`src/rtl/rx_buffer.sv`:
```
// Serial receiver: start / 8 data LSB-first / optional even parity / stop,
// feeding a small first-word-fall-through FIFO popped by rx_buff_rd.
module rx_buffer #(
  parameter int CLKS_PER_BIT = 16,
  parameter int FIFO_DEPTH   = 4,
  parameter int PARITY_EN    = 1
) (
  input  logic       clk,
  input  logic       reset,
  input  logic       serial_in,
  input  logic       rx_buff_rd,
  output logic [7:0] data_out,
  output logic       rx_buff_empty,
  output logic       rx_buff_full,
  output logic       frame_err,
  output logic       parity_err,
  output logic       overrun
);

  localparam int CW = $clog2(CLKS_PER_BIT);
  localparam int AW = $clog2(FIFO_DEPTH);
  localparam logic [CW-1:0] HALF_M1 = CW'(CLKS_PER_BIT / 2 - 1);
  localparam logic [CW-1:0] FULL_M1 = CW'(CLKS_PER_BIT - 1);

  localparam logic [2:0] S_IDLE   = 3'd0;
  localparam logic [2:0] S_START  = 3'd1;
  localparam logic [2:0] S_DATA   = 3'd2;
  localparam logic [2:0] S_PARITY = 3'd3;
  localparam logic [2:0] S_STOP   = 3'd4;

  logic          r_sync1, r_sync2;
  logic [1:0]    r_flush;
  logic          r_armed;
  logic [2:0]    r_state;
  logic [CW-1:0] r_cnt;
  logic [2:0]    r_bit_idx;
  logic [7:0]    r_shift;
  logic          r_par_bad;
  logic          r_frame_err, r_parity_err, r_overrun;
  logic [AW:0]   r_wr_ptr, r_rd_ptr;
  logic          r_empty, r_full;
  logic [7:0]    r_mem [FIFO_DEPTH];

  logic          w_line;
  logic          w_tick_half, w_tick_full;
  logic          w_stop_sample, w_push_req, w_push, w_pop;
  logic [AW:0]   w_wr_next, w_rd_next;

  assign w_line        = r_sync2;
  assign w_tick_half   = (r_cnt == HALF_M1);
  assign w_tick_full   = (r_cnt == FULL_M1);
  assign w_stop_sample = (r_state == S_STOP) && w_tick_full;
  assign w_push_req    = w_stop_sample && w_line && !r_par_bad;
  assign w_pop         = rx_buff_rd && !r_empty;
  // A pop on the same edge frees the slot a full FIFO needs for the push.
  assign w_push        = w_push_req && (!r_full || rx_buff_rd);
  assign w_wr_next     = r_wr_ptr + (AW + 1)'(w_push);
  assign w_rd_next     = r_rd_ptr + (AW + 1)'(w_pop);

  // NOTE: sequential state uses non-blocking assignments so every flop
  // samples pre-edge values regardless of statement order.
  always_ff @(posedge clk or negedge reset) begin
    if (!reset) begin
      r_sync1 <= 1'b1;
      r_sync2 <= 1'b1;
    end else begin
      r_sync1 <= serial_in;
      r_sync2 <= r_sync1;
    end
  end

  // Arming waits until the synchronizer holds a genuine post-reset pin sample.
  always_ff @(posedge clk or negedge reset) begin
    if (!reset) begin
      r_flush <= 2'd0;
      r_armed <= 1'b0;
    end else begin
      if (r_flush != 2'd2) r_flush <= r_flush + 2'd1;
      if (w_stop_sample && !w_line)          r_armed <= 1'b0;
      else if (r_flush == 2'd2 && w_line)    r_armed <= 1'b1;
    end
  end

  always_ff @(posedge clk or negedge reset) begin
    if (!reset) begin
      r_state   <= S_IDLE;
      r_cnt     <= '0;
      r_bit_idx <= '0;
      r_shift   <= '0;
      r_par_bad <= 1'b0;
    end else begin
      case (r_state)
        S_IDLE: begin
          r_cnt     <= '0;
          r_bit_idx <= '0;
          r_par_bad <= 1'b0;
          if (r_armed && !w_line) r_state <= S_START;
        end
        S_START: begin
          if (w_tick_half) begin
            r_cnt   <= '0;
            r_state <= w_line ? S_IDLE : S_DATA;
          end else begin
            r_cnt <= r_cnt + 1'b1;
          end
        end
        S_DATA: begin
          if (w_tick_full) begin
            r_cnt   <= '0;
            r_shift <= {w_line, r_shift[7:1]};
            if (r_bit_idx == 3'd7) begin
              r_bit_idx <= '0;
              r_state   <= (PARITY_EN != 0) ? S_PARITY : S_STOP;
            end else begin
              r_bit_idx <= r_bit_idx + 3'd1;
            end
          end else begin
            r_cnt <= r_cnt + 1'b1;
          end
        end
        S_PARITY: begin
          if (w_tick_full) begin
            r_cnt     <= '0;
            r_par_bad <= ^{r_shift, w_line};
            r_state   <= S_STOP;
          end else begin
            r_cnt <= r_cnt + 1'b1;
          end
        end
        S_STOP: begin
          if (w_tick_full) begin
            r_cnt   <= '0;
            r_state <= S_IDLE;
          end else begin
            r_cnt <= r_cnt + 1'b1;
          end
        end
        default: begin
          r_cnt     <= '0;
          r_bit_idx <= '0;
          r_state   <= S_IDLE;
        end
      endcase
    end
  end

  // Error pulses are mutually exclusive by construction: frame > parity > overrun.
  always_ff @(posedge clk or negedge reset) begin
    if (!reset) begin
      r_frame_err  <= 1'b0;
      r_parity_err <= 1'b0;
      r_overrun    <= 1'b0;
      r_wr_ptr     <= '0;
      r_rd_ptr     <= '0;
      r_empty      <= 1'b1;
      r_full       <= 1'b0;
    end else begin
      r_frame_err  <= w_stop_sample && !w_line;
      r_parity_err <= w_stop_sample && w_line && r_par_bad;
      r_overrun    <= w_push_req && r_full && !rx_buff_rd;
      r_wr_ptr     <= w_wr_next;
      r_rd_ptr     <= w_rd_next;
      r_empty      <= (w_wr_next == w_rd_next);
      r_full       <= (w_wr_next[AW] != w_rd_next[AW]) &&
                      (w_wr_next[AW-1:0] == w_rd_next[AW-1:0]);
    end
  end

  // NOTE: storage has no reset; stale entries are unreachable while the
  // pointers say empty, and data_out is forced to zero in that case.
  always_ff @(posedge clk) begin
    if (w_push) r_mem[r_wr_ptr[AW-1:0]] <= r_shift;
  end

  assign data_out      = r_empty ? 8'h00 : r_mem[r_rd_ptr[AW-1:0]];
  assign rx_buff_empty = r_empty;
  assign rx_buff_full  = r_full;
  assign frame_err     = r_frame_err;
  assign parity_err    = r_parity_err;
  assign overrun       = r_overrun;

endmodule

```
`config.mk`:
```
export PLATFORM = sky130hd
export DESIGN_NAME = rx_buffer
export DESIGN_NICKNAME = d
export VERILOG_FILES = /design/src/rtl/rx_buffer.sv
export SDC_FILE = /design/constraint.sdc
export NUM_CORES = 1
export LEC_CHECK = 0
export ABC_AREA = 0
export BUFFER_PORTS_ARGS = -buffer_cell sky130_fd_sc_hd__buf_2
export CORE_MARGIN = 10
export CORE_UTILIZATION = 45
export DETAILED_ROUTE_END_ITERATION = 8
export PLACE_DENSITY = 0.72
export RECOVER_POWER = 25
export SLEW_MARGIN = 20
export SYNTH_ARGS = -nofsm -noshare
export SYNTH_HDL_FRONTEND = slang
export SYNTH_SLANG_ARGS = --single-unit
```
`constraint.sdc`:
```
create_clock -name clk -period 2.8 [get_ports clk]
set_clock_uncertainty 0.2 [all_clocks]
set_input_delay 0.14 -clock clk [delete_from_list [all_inputs] [get_ports clk]]
set_output_delay 0.14 -clock clk [all_outputs]
set_load 0.005 [all_outputs]
```
==> flow_summary.yaml <==
sta:
  period_needed_ps: 2473
  final_hold_viol_count: 0
  holdWs_ps: 157.0
  slew_violations: 36
  worst_slack_ps: 326.9
  setup_viol: 0
  worst_pin_slew_ps: 1856
  fin_crit_sh_pct: 88.33
  maxSlewHeadroom_pct: -23.75
  fmax_ghz: 0.4043
  fin_setup_tns_ps: 0
  rsz0062_at_grt: "no"
clock_tree:
  cts_buffers: 9
  post-cts-setup-buffer-count: 0
  clockBufferDepth: 2
  tritoncts: "yes"
  cts_num_sinks: 67
  cts_root_buffer: "clkbuf_8"
  ctsResizeCount: 0
  htree_levels: 3
  path_clk_slew_ps: 70
  clock_latency_ps: 340
worst_setup_path:
  crit_fanout: 12
  critPathLaunchType: "flip-flop"
  cpMostUsedCell: "ha_1"
  endpoint_kind: "flip-flop"
  slowest_delay_ps: 590
  path_cells: "nor3b_2, and4_1, ha_1, ha_1, xor2_1, xnor2_1, nor2b_1"
  critPathSlowestCell: "dfrtp_1"
  critPathRequiredTime_ps: 2870
  critical_path_class: "flip-flop to flip-flop"
  cp.arrival_ps: 2540
power_and_ir_drop:
  power.switching_w: 0.0006339
  clockPowerShare_pct: 37.7
  power_frac_seq_pct: 46.9
  peakVddDrop_mv: 0.3334
  power_density_mw_per_mm2: 777.8
  p_int_w: 0.001925
  comb_power_share_pct: 15.4
  leakagePower_nw: 1.430
  swShare_pct: 24.78
route:
  drtAntennaViolNets: 0
  drt_wl_total_mm: 4.641
  route.vias.total: 1531
  wire_per_inst_um: 15.79
  drtIter0Drc: 56
  viasPerCell: 5.207
  drc_errors: 0
  drt_first_pass_iters: 4
die:
  die_w_um: 99.76
  initial_core_util_pct: 45.60
  core_sq_mm: 0.006277
  row_count: 29
  boundaryPins: 17
  dieArea_sq_mm: 0.009952
  die_y_um: 99.76
layout:
  diodes: 0
  post-route-util_pct: 52.40
  drive_gt1_share_pct: 26.73
  areaGrowthSynthToFinish_pct: 14.90
  fin_nets: 224
synth:
  synth_cells: 185
  netlist_area_sq_mm: 0.002863
  synth_seq_cells: 67
  syn_nets: 197
  ys_seq_area_share_pct: 64.29
  synth_edf_count: 32
  yosysWarnings: 0
  synth_cell_type_count: 41
  synth-main-ff-cell: "edfxtp_1"
  synth.avg_cell_area_sq_um: 15.47
  async_flop_share_pct: 52.24
global_routing:
  grtUsageTotal_pct: 10.10
  grt_max_degree: 36
  grt_pass1_vias: 1559
  grt_antenna_before_repair: 0
  grt_overflow: 0
  grt_pass1_wl_mm: 7.769
status:
  violations: "capacitance limit, slew limit"
  status: "finished, violations left"
run:
  cap_violations: 1
place:
  hpwl_mm: 3.162
  gp_congestion: 0.8352
  port_buffers: 16
  place_ws_ps: 324.6
worst_hold_path:
  hp-class: "flip-flop to flip-flop"
-- metrics by stage --
| stage | cells | area [sq um] | power [W] |
|---|---|---|---|
| floorplan | 185 | 2863 | 0.001512 |
| global placement | 275 | 3018 | 0.001619 |
| detailed placement | 275 | 3018 | 0.001632 |
| CTS | 294 | 3291 | 0.002598 |
| global route | 294 | 3289 | 0.002688 |
| finish | 294 | 3289 | 0.002559 |
-- power groups by stage --
stage	combinational, W	sequential, W	clock (W)
after floorplan	0.000374	0.00114	0
after global placement	0.000397	0.00122	0
after detailed placement	0.000403	0.00123	0
after CTS	0.000407	0.00121	0.000982
after global routing	0.000441	0.00122	0.00103
final	0.000395	0.00120	0.000964
-- what timing repair did --
| action | 4_1_cts | 5_1_grt |
|---|---|---|
| hold buffers | 3 | 0 |
| setup endpoints to repair | 0 | 0 |
| endpoints found under the hold margin | 34 | 0 |
-- final timing paths --
| check | startpoint | endpoint | slack [ps] | cells past startpoint |
|---|---|---|---|---|
| max | r_state[2] | rx_buff_full | 330 | 7 |
| min | r_sync1 | r_sync2 | 160 | 0 |
| max reg2reg | r_state[2] | rx_buff_full | 330 | 7 |
| min reg2reg | r_sync1 | r_sync2 | 160 | 0 |
| max in group asynchronous | reset | r_rd_ptr[1] | 680 | 2 |
| min in group asynchronous | reset | r_flush[1] | 650 | 2 |
-- Yosys cell counts (all sizes together) (3+ instances only) --
library cell  number  share of area (%)
buf                4                1.1
dfrtp             32                 28
dfstp              3                2.8
edfxtp            32                 34
ha                 8                3.5
inv                3               0.39
mux2               9                3.5
mux4               8                6.3
nand2              8                1.0
nor2              11                1.4
nor2b             12                2.6
o21ai              7                1.2
xnor2             11                3.4
xor2               4                1.2
-- layout make-up --
type	count	area (sq um)
fillers	522	2988
multi-input cells	110	974.7
repair buffers	21	123.9
flip-flops and latches	67	1841
clock inverters	6	115.1
clock buffers	10	127.6
well taps	77	96.34
inverters	3	11.26
-- cell usage in the layout (no fill, tap or decap), types with 2 or more instances in the layout --
cell type | synthesis | layout
dfrtp_1 | 32 | 32
edfxtp_1 | 32 | 32
buf_2 | 2 | 15
nor2b_1 | 12 | 12
nor2_1 | 11 | 11
xnor2_1 | 11 | 11
mux2_2 | 9 | 9
clkbuf_8 | 0 | 9
mux4_2 | 8 | 8
nand2_1 | 8 | 8
ha_1 | 8 | 8
o21ai_0 | 7 | 7
xor2_1 | 4 | 4
inv_1 | 3 | 3
bufinv_16 | 0 | 3
dlygate4sd3_1 | 0 | 3
dfstp_2 | 3 | 3
nand2b_1 | 2 | 2
and3_1 | 2 | 2
and2_1 | 2 | 2
a21oi_1 | 2 | 2
nor3_1 | 2 | 2
a22o_1 | 2 | 2
a22oi_1 | 2 | 2
clkinv_4 | 0 | 2
clkbuf_1 | 1 | 2
buf_4 | 0 | 2
-- state kept, by name, indices dropped and copies added (netlist names), 2 cells and up --
| register | cells |
|---|---|
| r_bit_idx | 3 |
| r_cnt | 4 |
| r_flush | 2 |
| r_mem | 32 |
| r_rd_ptr | 3 |
| r_shift | 8 |
| r_state | 3 |
| r_wr_ptr | 3 |
-- cell families after synthesis --
group | synth area share, %
AND/OR/NAND/NOR | 10.93
AO/OA/AOI/OAI | 4.065
flip-flops | 64.29
buffers and inverters | 1.661
adder cells (fa/ha/maj) | 3.497
multiplexers | 10.18
XOR/XNOR | 5.376
-- layer usage --
metal | vias to the layer above | wire [um] | GRT usage [%]
li1 | 733 | - | -
met1 | 766 | 2068 | 11.77
met2 | 22 | 2303 | 15.83
met3 | 10 | 181 | 3.049
met4 | 0 | 86 | 6.505
met5 | - | 0 | 0
-- worst max-delay path: cells and delay by family, from the launching register on --
family        cells  cell delay [ps]
xor+xnor          2              380
fa+ha+maj         2              330
flops             1              590
simple gates      3              910
(Power assumes the default switching activity.)
